File: src/rtl/uart_tx.sv
// UART transmit serializer: frames a parallel word (start, LSB-first data,
// optional parity, 1-2 stop bits) with one bit per baud tick from the divider.
module uart_tx #(
    parameter int unsigned DATA_BITS  = 8,
    parameter int unsigned PARITY_EN  = 0,
    parameter int unsigned PARITY_ODD = 0,
    parameter int unsigned STOP_BITS  = 1
) (
    input  logic                 clk,
    input  logic                 reset,
    input  logic                 i_clk_tx,
    input  logic                 i_tx_valid,
    input  logic [DATA_BITS-1:0] i_tx_data,
    output logic                 o_tx_ready,
    output logic                 o_tx_busy,
    output logic                 o_txd,
    output logic                 o_tx_done
);

    localparam int unsigned CNT_W = $clog2(DATA_BITS);

    typedef enum logic [2:0] {
        S_IDLE,
        S_LOAD,
        S_START,
        S_DATA,
        S_PARITY,
        S_STOP
    } state_t;

    state_t               state_q, state_d;
    logic [DATA_BITS-1:0] shift_q, shift_d;
    logic                 parity_q, parity_d;
    logic [CNT_W-1:0]     bit_cnt_q, bit_cnt_d;
    logic                 stop_cnt_q, stop_cnt_d;
    logic                 txd_q, txd_d;
    logic                 ready_q, ready_d;
    logic                 busy_q, busy_d;
    logic                 done_q, done_d;

    // State and output registers; reset forces the line idle without a clock.
    always_ff @(posedge clk or negedge reset) begin
        if (!reset) begin
            state_q    <= S_IDLE;
            shift_q    <= '0;
            parity_q   <= 1'b0;
            bit_cnt_q  <= '0;
            stop_cnt_q <= 1'b0;
            txd_q      <= 1'b1;
            ready_q    <= 1'b1;
            busy_q     <= 1'b0;
            done_q     <= 1'b0;
        end else begin
            state_q    <= state_d;
            shift_q    <= shift_d;
            parity_q   <= parity_d;
            bit_cnt_q  <= bit_cnt_d;
            stop_cnt_q <= stop_cnt_d;
            txd_q      <= txd_d;
            ready_q    <= ready_d;
            busy_q     <= busy_d;
            done_q     <= done_d;
        end
    end

    // Next-state and next-output logic; the shift register drains LSB first.
    always_comb begin
        state_d    = state_q;
        shift_d    = shift_q;
        parity_d   = parity_q;
        bit_cnt_d  = bit_cnt_q;
        stop_cnt_d = stop_cnt_q;
        txd_d      = txd_q;
        ready_d    = ready_q;
        busy_d     = busy_q;
        done_d     = 1'b0;

        case (state_q)
            S_IDLE: begin
                txd_d = 1'b1;
                if (i_tx_valid) begin
                    shift_d  = i_tx_data;
                    parity_d = (^i_tx_data) ^ 1'(PARITY_ODD);
                    state_d  = S_LOAD;
                    ready_d  = 1'b0;
                    busy_d   = 1'b1;
                end
            end
            S_LOAD: begin
                if (i_clk_tx) begin
                    txd_d   = 1'b0;
                    state_d = S_START;
                end
            end
            S_START: begin
                if (i_clk_tx) begin
                    txd_d     = shift_q[0];
                    shift_d   = shift_q >> 1;
                    bit_cnt_d = '0;
                    state_d   = S_DATA;
                end
            end
            S_DATA: begin
                if (i_clk_tx) begin
                    if (bit_cnt_q == CNT_W'(DATA_BITS - 1)) begin
                        if (PARITY_EN != 0) begin
                            txd_d   = parity_q;
                            state_d = S_PARITY;
                        end else begin
                            txd_d      = 1'b1;
                            stop_cnt_d = 1'b0;
                            state_d    = S_STOP;
                        end
                    end else begin
                        bit_cnt_d = bit_cnt_q + CNT_W'(1);
                        txd_d     = shift_q[0];
                        shift_d   = shift_q >> 1;
                    end
                end
            end
            S_PARITY: begin
                if (i_clk_tx) begin
                    txd_d      = 1'b1;
                    stop_cnt_d = 1'b0;
                    state_d    = S_STOP;
                end
            end
            S_STOP: begin
                if (i_clk_tx) begin
                    if (stop_cnt_q == 1'(STOP_BITS - 1)) begin
                        state_d = S_IDLE;
                        done_d  = 1'b1;
                        ready_d = 1'b1;
                        busy_d  = 1'b0;
                    end else begin
                        stop_cnt_d = stop_cnt_q + 1'b1;
                    end
                end
            end
            default: begin
                state_d = S_IDLE;
                txd_d   = 1'b1;
                ready_d = 1'b1;
                busy_d  = 1'b0;
            end
        endcase
    end

    assign o_txd      = txd_q;
    assign o_tx_ready = ready_q;
    assign o_tx_busy  = busy_q;
    assign o_tx_done  = done_q;

endmodule

File: config.mk
export PLATFORM = sky130hd
export DESIGN_NAME = uart_tx
export DESIGN_NICKNAME = d
export VERILOG_FILES = /design/src/rtl/uart_tx.sv
export SDC_FILE = /design/constraint.sdc
export NUM_CORES = 1
export LEC_CHECK = 0
export ABC_AREA = 0
export BUFFER_PORTS_ARGS = -buffer_cell sky130_fd_sc_hd__buf_4
export CORE_ASPECT_RATIO = 1.5
export CORE_MARGIN = 10
export CORE_UTILIZATION = 40
export DETAILED_ROUTE_END_ITERATION = 12
export SLEW_MARGIN = 5
export SYNTH_ARGS = -nofsm -noshare
export SYNTH_HDL_FRONTEND = slang
export SYNTH_SLANG_ARGS = --single-unit
File: constraint.sdc
create_clock -name clk -period 2.68 [get_ports clk]
set_input_delay 0.268 -clock clk [delete_from_list [all_inputs] [get_ports clk]]
set_output_delay 0.268 -clock clk [all_outputs]
set_load 0.01 [all_outputs]
**After elaboration in Yosys (flattened, before gate mapping)**

Index checks and enable logic that the tools add are counted.

- Output and inout bits: 4
- Register bits: 19
- Input port bits: 12
- Word-level logic and storage cells: 78

- Mux-type cells: 40
- Bitwise operators: 2
- Equality and inequality tests: 15
- Reduce and logical (&&, ||, !) cells: 11
- $add $sub $neg: 2

Operator list:

| kind | count |
|---|---|
| two-way mux 3 bit | 11 |
| two-way mux 8 bit | 4 |
| one-hot mux 8 bit (3 select lines) | 1 |
| two-way mux 1 bit | 18 |
| != test 2 bit, second input constant | 9 |
| one-hot mux 3 bit (6 select lines) | 1 |
| AND reduction 5 bit | 3 |
| equality test 3 bit, second input constant | 3 |
| one-hot mux 1 bit (3 select lines) | 3 |
| AND reduction 4 bit | 2 |
| AND reduction 8 bit | 1 |
| equality test 3 x 2 -> 1 bit, second input constant | 2 |
| one-hot mux 3 bit (2 select lines) | 1 |
| nonzero test 3 bit | 2 |
| one-hot mux 1 bit (5 select lines) | 1 |
| OR reduction 4 bit | 1 |
| adder 3 x 1 -> 3 bit, second input constant | 1 |
| equality test 3 x 1 -> 1 bit, second input constant | 1 |
| logical NOT 3 bit | 1 |
| inverter 1 bit | 2 |
| nonzero test 2 bit | 1 |
| adder 1 bit, second input constant | 1 |

**Logic depth before layout (Yosys ltp)**

Gate-level depths: netlist (run 1).

- Depth in word-level cells: 4
- Depth in mapped cells: 5
- Gate-level depth less buffers: 5

**Worst setup path after synthesis (run 1)**

No wires, ideal clock.

- Path type: reg2reg
- Start point: register bit_cnt_q[0]
- End point: register bit_cnt_q[0]
- Stages on the path, launching flop included: 5
- Data arrival time: 1.398 ns
- Period minus slack after synthesis: 1.467 ns
- Path buffers: 0
- Slack: 1.213 ns
- Library setup time: 0.069 ns
- Required time: 2.611 ns
- Path through: dfrtp_1 -> ha_1 -> ha_1 -> or4b_1 -> nand3_1

- Longest elaborated chain between the ends: 4
- Elaborated cells on any way between the ends: 7
- Those cells by class: 1 x add/sub; 2 x eq/ne; 3 x mux; 1 x reduce/logical

Ends and longest elaborated chain:

| element | RTL line | source |
|---|---|---|
| start: declaration | 34 | `logic [CNT_W-1:0] bit_cnt_q, bit_cnt_d;` |
| start signal: assignment | 57 | `bit_cnt_q <= bit_cnt_d;` |
| adder 3 x 1 -> 3 bit | 115 | `bit_cnt_d = bit_cnt_q + CNT_W'(1);` |
| two-way mux 3 bit | 105 | `if (bit_cnt_q == CNT_W'(DATA_BITS - 1)) begin` |
| two-way mux 3 bit | 104 | `if (i_clk_tx) begin` |
| one-hot mux 3 bit (2 select lines) | 78 | `case (state_q)` |

Several ways; a longest one is shown, not always the timed one. The select of a mux whose other input is x is not followed.
A chain may end at the register's enable or synchronous reset.

**Final worst setup path (run 1)**

- Start point: register state_q[1]
- End point: register bit_cnt_q[0]

- Longest elaborated chain between the ends: 3
- Elaborated cells on any way between the ends: 8
- Those cells by class: 5 x eq/ne; 1 x mux; 2 x reduce/logical

Ends and longest elaborated chain:

| element | RTL line | source |
|---|---|---|
| start: declaration | 31 | `state_t state_q, state_d;` |
| start signal: assignment | 54 | `state_q <= state_d;` |
| equality test 3 x 2 -> 1 bit | 78 |  |
| != test 2 bit (no line) / nonzero test 2 bit (equally long branches) | - |  |
| AND reduction 4 bit (no line) | - |  |

Several ways; a longest one is shown, not always the timed one.

==> load_flow_metrics.sql, run 1 <==
INSERT INTO impl_metrics (metric_group, metric, value, unit) VALUES
('outcome', 'result_of_the_run', 'complete, no violations', ''),
('clocking', 'cts.path.max_buffers', '2', ''),
('pwr', 'intPower', '0.671', 'mW'),
('placement', 'placed_cells_incl_taps', '130', ''),
('setup_path', 'setup.worst_path.start_class', 'register', ''),
('routing', 'metal2_wl', '1100', 'um'),
('synthesis', 'dominant_combinational_cell_family_by_area_after_synthesis', 'compound AO/OA/AOI/OAI gates', ''),
('routing', 'drt_iter0_drc', '14', ''),
('clocking', 'tritoncts_num_sinks', '18', ''),
('pwr', 'p_clk_share', '16.4', '%'),
('timing', 'max_clock_freq', '593', 'MHz'),
('global_routing', 'grt_max_degree', '20', ''),
('synthesis', 'yosys.cell_types.count', '34', ''),
('synthesis', 'cell_area_after_synthesis', '1030', 'um^2'),
('timing', 'fin_crit', '1.69', 'ns'),
('timing', 'report.final.setup_viol', '0', ''),
('floorplanning', 'die_outline_height', '82.1', 'um'),
('setup_path', 'critPathLaunch', 'state_q[1]$_DFFE_PN0P_', ''),
('synthesis', 'yosys_warnings', '0', ''),
('clocking', 'htree_num_levels', '1', ''),
('setup_path', 'end_kind', 'register', ''),
('placement', 'io_buffers', '15', ''),
('floorplanning', 'chipWidth', '61.4', 'um'),
('synthesis', 'fraction_of_the_mapped_netlist_area_in_adder_cells', '3.65', '%'),
('global_routing', 'grt_first_pass_wirelength', '3820', 'um'),
('final_layout', 'diodes', '0', ''),
('placement', 'finalWeightedCongestion', '0.670', ''),
('pwr', 'ir_drop', '417', 'uV'),
('setup_path', 'worstPathArrival', '1.93', 'ns'),
('pwr', 'combinationalPowerShare', '35.4', '%'),
('routing', 'highest-signal-layer', 'met4', ''),
('clocking', 'clk-insertion-delay-late', '0.30', 'ns'),
('final_layout', 'stdcell_area', '1170', 'um^2'),
('floorplanning', 'initial_utilization', '42.0', '%'),
('final_layout', 'nNetsFinal', '127', ''),
('synthesis', 'postSynthNetCount', '113', ''),
('synthesis', 'synthXorXnorAreaFrac', '0', '%'),
('global_routing', 'grt_pass1_vias', '832', ''),
('final_layout', 'syn_to_final_growth', '14.1', '%'),
('timing', 'worst_slew_margin_rel', '47.4', '%'),
('floorplanning', 'fp.dieArea', '5040', 'um^2'),
('timing', 'tns', '0', 'ns'),
('clocking', 'cts_setup_buffers', '0', ''),
('global_routing', 'track_usage', '9.81', '%'),
('hold_path', 'min_path_type', 'in2reg', ''),
('synthesis', 'postSynthCellCount', '98', ''),
('timing', 'grt_setup_unrepaired', 'no', ''),
('synthesis', 'syn_area_per_cell', '10.5', 'um^2'),
('pwr', 'cellPowerDensity', '911', 'nW/um^2'),
('placement', 'dp.final_hpwl', '1570', 'um'),
('routing', 'drt-total-wl', '2140', 'um'),
('synthesis', 'post_synth_and_or_nand_nor_area_fraction', '16.7', '%'),
('timing', 'skew', '0.00551', 'ns'),
('timing', 'worstMarginPinSlew', '0.789', 'ns'),
('synthesis', 'ys_seq_elements', '18', ''),
('routing', 'met3WireLength', '80', 'um'),
('pwr', 'p_switching', '0.398', 'mW'),
('clocking', 'path_clk_slew', '0.11', 'ns'),
('clocking', 'cts_made_buffers', '3', ''),
('global_routing', 'global_route_overflow', '0', ''),
('clocking', 'cts.root.buffer_cell', 'sky130_fd_sc_hd__clkbuf_4', ''),
('timing', 'final.period_utilization', '62.9', '%'),
('timing', 'whs', '0.193', 'ns'),
('global_routing', 'antenna_violations_before_repair', '0', ''),
('routing', 'avgViaCountPerCell', '5.89', ''),
('final_layout', 'layout_commonest_cell', 'sky130_fd_sc_hd__dfrtp_1', ''),
('pwr', 'switching_share', '37.2', '%'),
('routing', 'drt_drc_violations_left', '0', ''),
('timing', 'hold_viol', '0', ''),
('hold_path', 'launch_point_of_the_worst_hold_path', 'i_tx_data[7]', ''),
('pwr', 'leakage_power_of_the_design', '0.526', 'nW');
==> cell usage after synthesis, drive strengths merged <==
cell / number / area (um^2)
a21oi: 3 / 15.0
a22o: 1 / 8.76
a22oi: 2 / 15.0
a311oi: 7 / 61.3
a31oi: 8 / 50.1
and2: 2 / 12.5
and2b: 1 / 7.51
buf: 4 / 32.5
clkbuf: 3 / 11.3
dfrtp: 16 / 400
dfstp: 2 / 52.6
ha: 3 / 37.5
inv: 4 / 15.0
mux2i: 7 / 70.1
nand2: 11 / 41.3
nand2b: 1 / 6.26
nand3: 2 / 10.0
nand3b: 1 / 20.0
nand4: 1 / 6.26
nor2: 1 / 3.75
nor2b: 1 / 6.26
nor3: 1 / 5.00
nor3b: 1 / 7.51
nor4b: 1 / 23.8
o21ai: 8 / 55.1
o21bai: 1 / 7.51
o311ai: 1 / 8.76
o31a: 1 / 8.76
o31ai: 1 / 7.51
or3b: 1 / 11.3
or4b: 1 / 10.0
==> worst max-delay path, stage by stage, from the launching register on <==
cell and delay [ns]:
sky130_fd_sc_hd__dfrtp_1 0.87, sky130_fd_sc_hd__nand3b_4 0.18, sky130_fd_sc_hd__or4b_1 0.50, sky130_fd_sc_hd__nand3_1 0.09
==> kinds of logic after synthesis <==
kind of cell	count (synthesis)
AO/OA/AOI/OAI	33
AND/OR/NAND/NOR	26
flip-flops	18
buffers and inverters	11
multiplexers	7
adder cells (fa/ha/maj)	3
==> metal layers <==
| layer | vias up | global-route usage [%] |
|---|---|---|
| met3 | 2 | 2.29 |
| li1 | 396 | - |
| met1 | 381 | 12.0 |
| met5 | - | 0 |
| met2 | 16 | 16.0 |
| met4 | 0 | 4.04 |
==> power groups by stage <==
stage	Clock [mW]	Sequential, mW	Combinational [mW]
finish	0.176	0.515	0.378
global route	0.189	0.538	0.440
CTS	0.178	0.516	0.387
detailed placement	0	0.523	0.384
global placement	0	0.517	0.375
floorplan	0	0.463	0.339
==> through the flow <==
stage | setup slack, ns | util, % | power, mW
finish | 0.994 | 47.9 | 1.07
global route | 0.854 | 47.9 | 1.17
CTS | 0.994 | 47.9 | 1.08
detailed placement | 1.02 | 46.0 | 0.907
global placement | 1.05 | 46.0 | 0.892
floorplan | 1.21 | - | 0.802
==> worst paths after layout <==
kind / endpoint / slack (ns) / cells after the start
setup / recovery: bit_cnt_q[0]$_DFFE_PN0P_ / 0.99 / 3
hold / removal: shift_q[7]$_DFFE_PN0P_ / 0.19 / 3
setup reg to reg: bit_cnt_q[0]$_DFFE_PN0P_ / 0.99 / 3
hold reg to reg: o_tx_ready$_DFFE_PN1P_ / 0.48 / 2
max in group asynchronous: o_tx_ready$_DFFE_PN1P_ / 2.06 / 2
min in group asynchronous: bit_cnt_q[2]$_DFFE_PN0P_ / 0.35 / 2
==> layout make-up <==
class,instances,area (um^2)
clock buffer,4,36.3
fill,245,1280
inverter,4,15.0
multi-input combinational,69,517
sequential,18,453
tap,24,30.0
timing repair buffer,16,123
==> timing repair <==
| action | in CTS | in global routing |
|---|---|---|
| endpoints found under the hold margin | 16 | 0 |
| hold buffers | 1 | 0 |
| resized for setup | 0 | 0 |
==> flip-flops by register name, indices dropped and copies added, names as in the netlist <==
| register | count |
|---|---|
| shift_q | 8 |
| o_txd | 1 |
| bit_cnt_q | 3 |
| o_tx_busy | 1 |
| o_tx_ready | 1 |
| o_tx_done | 1 |
| state_q | 3 |
Power figures use the tool's default switching activity.
==> inputs of run 2 (changes only) <==
==> constraint.sdc (replaced) <==
create_clock -name clk -period 1.7 [get_ports clk]
set_input_delay 0.17 -clock clk [delete_from_list [all_inputs] [get_ports clk]]
set_output_delay 0.17 -clock clk [all_outputs]
set_load 0.01 [all_outputs]
==> run 2 against run 1 <==
Die area did not move. Sequential share of layout area fell by 1.1 points. Global-route usage rose by 0.40 points. Utilization rose by 1.4 points. Clock skew fell by 0.0031 ns. Clock-buffer cell count did not move. Non-clock buffer count rose by 4. Clock power rose by 51%. Design area rose by 3.0%. Routed wire length rose by 4.6%. Via count rose by 0.25%. Worst setup slack got worse by 0.86 ns. Critical path type unchanged.
==> load_flow_metrics.sql, run 2 (synthesized netlist as in run 1, its figures left out) <==
INSERT INTO impl_metrics (metric_group, metric, value, unit) VALUES
('outcome', 'result_of_the_run', 'complete, no violations', ''),
('timing', 'tns', '0', 'ns'),
('floorplanning', 'num_io_pins', '16', ''),
('final_layout', 'top_register', 'shift_q', ''),
('global_routing', 'gr_met2_demand_resource', '16.0', '%'),
('final_layout', 'stdcell_area', '1210', 'um^2'),
('global_routing', 'antenna_violations_before_repair', '0', ''),
('final_layout', 'layout_commonest_cell', 'sky130_fd_sc_hd__buf_4', ''),
('setup_path', 'end_kind', 'register', ''),
('final_layout', 'largest_register_ffs', '8', ''),
('final_layout', 'finalNonFillerCells', '139', ''),
('setup_path', 'worst-endpoint-required', '1.86', 'ns'),
('clocking', 'tritoncts', 'built', ''),
('setup_path', 'rrSetupSlack', '0.13', 'ns'),
('final_layout', 'multi_input_comb_area', '522', 'um^2'),
('global_routing', 'global_route_overflow', '0', ''),
('floorplanning', 'chipWidth', '61.4', 'um'),
('clocking', 'cts.path.max_buffers', '2', ''),
('global_routing', 'grt_most_used_layer', 'met2', ''),
('setup_path', 'critical_path_peak_fanout', '8', ''),
('routing', 'avgViaCountPerCell', '5.73', ''),
('timing', 'fin_crit', '1.57', 'ns'),
('pwr', 'ir_drop', '699', 'uV'),
('pwr', 'leakage_power_of_the_design', '0.544', 'nW'),
('placement', 'placedInstanceArea', '1150', 'um^2'),
('final_layout', 'nNetsFinal', '131', ''),
('routing', 'detailroute.via_count', '797', ''),
('placement', 'dp.final_hpwl', '1640', 'um'),
('timing', 'report.final.setup_viol', '0', ''),
('timing', 'final.setup.worst_slack', '0.132', 'ns'),
('clocking', 'cts.root.buffer_cell', 'sky130_fd_sc_hd__clkbuf_4', ''),
('floorplanning', 'row_count', '22', ''),
('global_routing', 'track_usage', '10.2', '%'),
('placement', 'placed_cells_incl_taps', '133', ''),
('timing', 'worst_slew_margin_rel', '66.3', '%'),
('final_layout', 'reg_top3', 'shift_q (8), bit_cnt_q (3), state_q (3)', ''),
('final_layout', 'layout-drive-gt1-share', '27.8', '%'),
('routing', 'drt_drc_violations_left', '0', ''),
('timing', 'worstMarginPinSlew', '0.503', 'ns'),
('hold_path', 'min_path_type', 'in2reg', ''),
('timing', 'grt_setup_unrepaired', 'no', ''),
('floorplanning', 'fp.dieArea', '5040', 'um^2'),
('routing', 'drt_pass1_iterations', '4', ''),
('setup_path', 'worstSetupPathType', 'reg2reg', ''),
('final_layout', 'layout.area.seq', '453', 'um^2'),
('routing', 'number_of_nets_still_failing_antenna_checks_after_routing', '0', ''),
('global_routing', 'grt_util_met3', '2.60', '%'),
('clocking', 'tritoncts_num_sinks', '18', ''),
('timing', 'max_clock_freq', '638', 'MHz'),
('floorplanning', 'design.core.area', '2450', 'um^2'),
('global_routing', 'grt_pass1_vias', '823', ''),
('global_routing', 'groute.layer.met1.usage', '12.5', '%'),
('floorplanning', 'initial_utilization', '42.0', '%'),
('placement', 'io_buffers', '15', ''),
('routing', 'avgRoutedWirePerCell', '16.1', 'um'),
('placement', 'finalWeightedCongestion', '0.760', ''),
('timing', 'skew', '0.00237', 'ns'),
('final_layout', 'diodes', '0', ''),
('pwr', 'cellPowerDensity', '1440', 'nW/um^2'),
('final_layout', 'layout.core_utilization', '49.3', '%'),
('routing', 'drt-total-wl', '2240', 'um'),
('setup_path', 'setup.worst_path.start_class', 'register', ''),
('clocking', 'htree_num_levels', '1', ''),
('final_layout', 'final.fill_count', '220', ''),
('clocking', 'cts_made_buffers', '3', ''),
('global_routing', 'grt_max_degree', '19', ''),
('final_layout', 'syn_to_final_growth', '17.5', '%'),
('routing', 'drt_iter0_drc', '13', ''),
('setup_path', 'critPathLaunch', 'bit_cnt_q[0]$_DFFE_PN0P_', ''),
('clocking', 'path_clk_slew', '0.10', 'ns'),
('final_layout', 'final_cell_mix', 'sky130_fd_sc_hd__buf_4, sky130_fd_sc_hd__dfrtp_1, sky130_fd_sc_hd__nand2_1', ''),
('global_routing', 'grt_first_pass_wirelength', '3940', 'um'),
('setup_path', 'worstPathArrival', '1.73', 'ns'),
('hold_path', 'launch_point_of_the_worst_hold_path', 'i_tx_data[7]', ''),
('timing', 'hold_viol', '0', ''),
('timing', 'final.period_utilization', '92.2', '%'),
('job', 'maxCapViolations', '0', ''),
('placement', 'dp_slack', '0.0802', 'ns'),
('timing', 'timing.final.max_slew_violations', '0', ''),
('setup_path', 'reg2reg_from', 'bit_cnt_q[0]$_DFFE_PN0P_', ''),
('floorplanning', 'die_outline_height', '82.1', 'um'),
('clocking', 'clk-insertion-delay-late', '0.29', 'ns');
[run 2: cell types whose count changed in the layout (fill, tap and decap cells not counted), sizes merged]
cell / change
buf: +4
[run 2: timing repair]
action                                  4_1_cts  5_1_grt
hold endpoints to repair                     18        0
resized for setup                             0        2
endpoints found under the setup margin        0        8
hold buffers                                  1        0
buffers inserted                              0        1
[run 2: path summary, 6_finish.rpt]
check,cells after the start,end
worst max register to register,5,shift_q[3]$_DFFE_PN0P_
max in group asynchronous,2,o_txd$_DFFE_PN1P_
worst min-delay path,3,shift_q[7]$_DFFE_PN0P_
worst min register to register,2,o_tx_ready$_DFFE_PN1P_
min in group asynchronous,2,state_q[2]$_DFFE_PN0P_
worst max-delay path,5,shift_q[3]$_DFFE_PN0P_
[run 2: per-layer routing]
| metal | up-vias | part of all wire [%] |
|---|---|---|
| li1 | 404 | - |
| met1 | 377 | 44 |
| met2 | 12 | 52 |
| met3 | 4 | 2.8 |
| met4 | 0 | 1.5 |
| met5 | - | 0 |
[run 2: cell type report]
class                           instances  share of cell area, %
Inverter                                4                   1.24
Timing Repair Buffer                   20                   12.6
Clock buffer                            4                   3.00
Sequential cell                        18                   37.5
Tap cell                               24                   2.48
Multi-Input combinational cell         69                   43.2
[run 2: worst max-delay path, stage by stage, from the launching register on]
cell and delay, ns:
sky130_fd_sc_hd__dfrtp_1 0.42, sky130_fd_sc_hd__ha_1 0.24, sky130_fd_sc_hd__ha_2 0.22, sky130_fd_sc_hd__and2_4 0.18
sky130_fd_sc_hd__o21ai_4 0.26, sky130_fd_sc_hd__a31oi_1 0.13
[run 2: where the power goes]
part           internal (mW)  switching (mW)  leakage [nW]
registers              0.608           0.170         0.205
logic                  0.363           0.332         0.317
clock network          0.131           0.136        0.0210
total                   1.10           0.638         0.544
[run 2: through the flow]
stage / total power, mW / hold WS, ns
final: 1.74 / 0.0918
after floorplan: 1.26 / -0.126
after detailed placement: 1.46 / 0.0540
after global routing: 1.89 / 0.0852
after CTS: 1.74 / 0.0852
after global placement: 1.44 / 0.0556
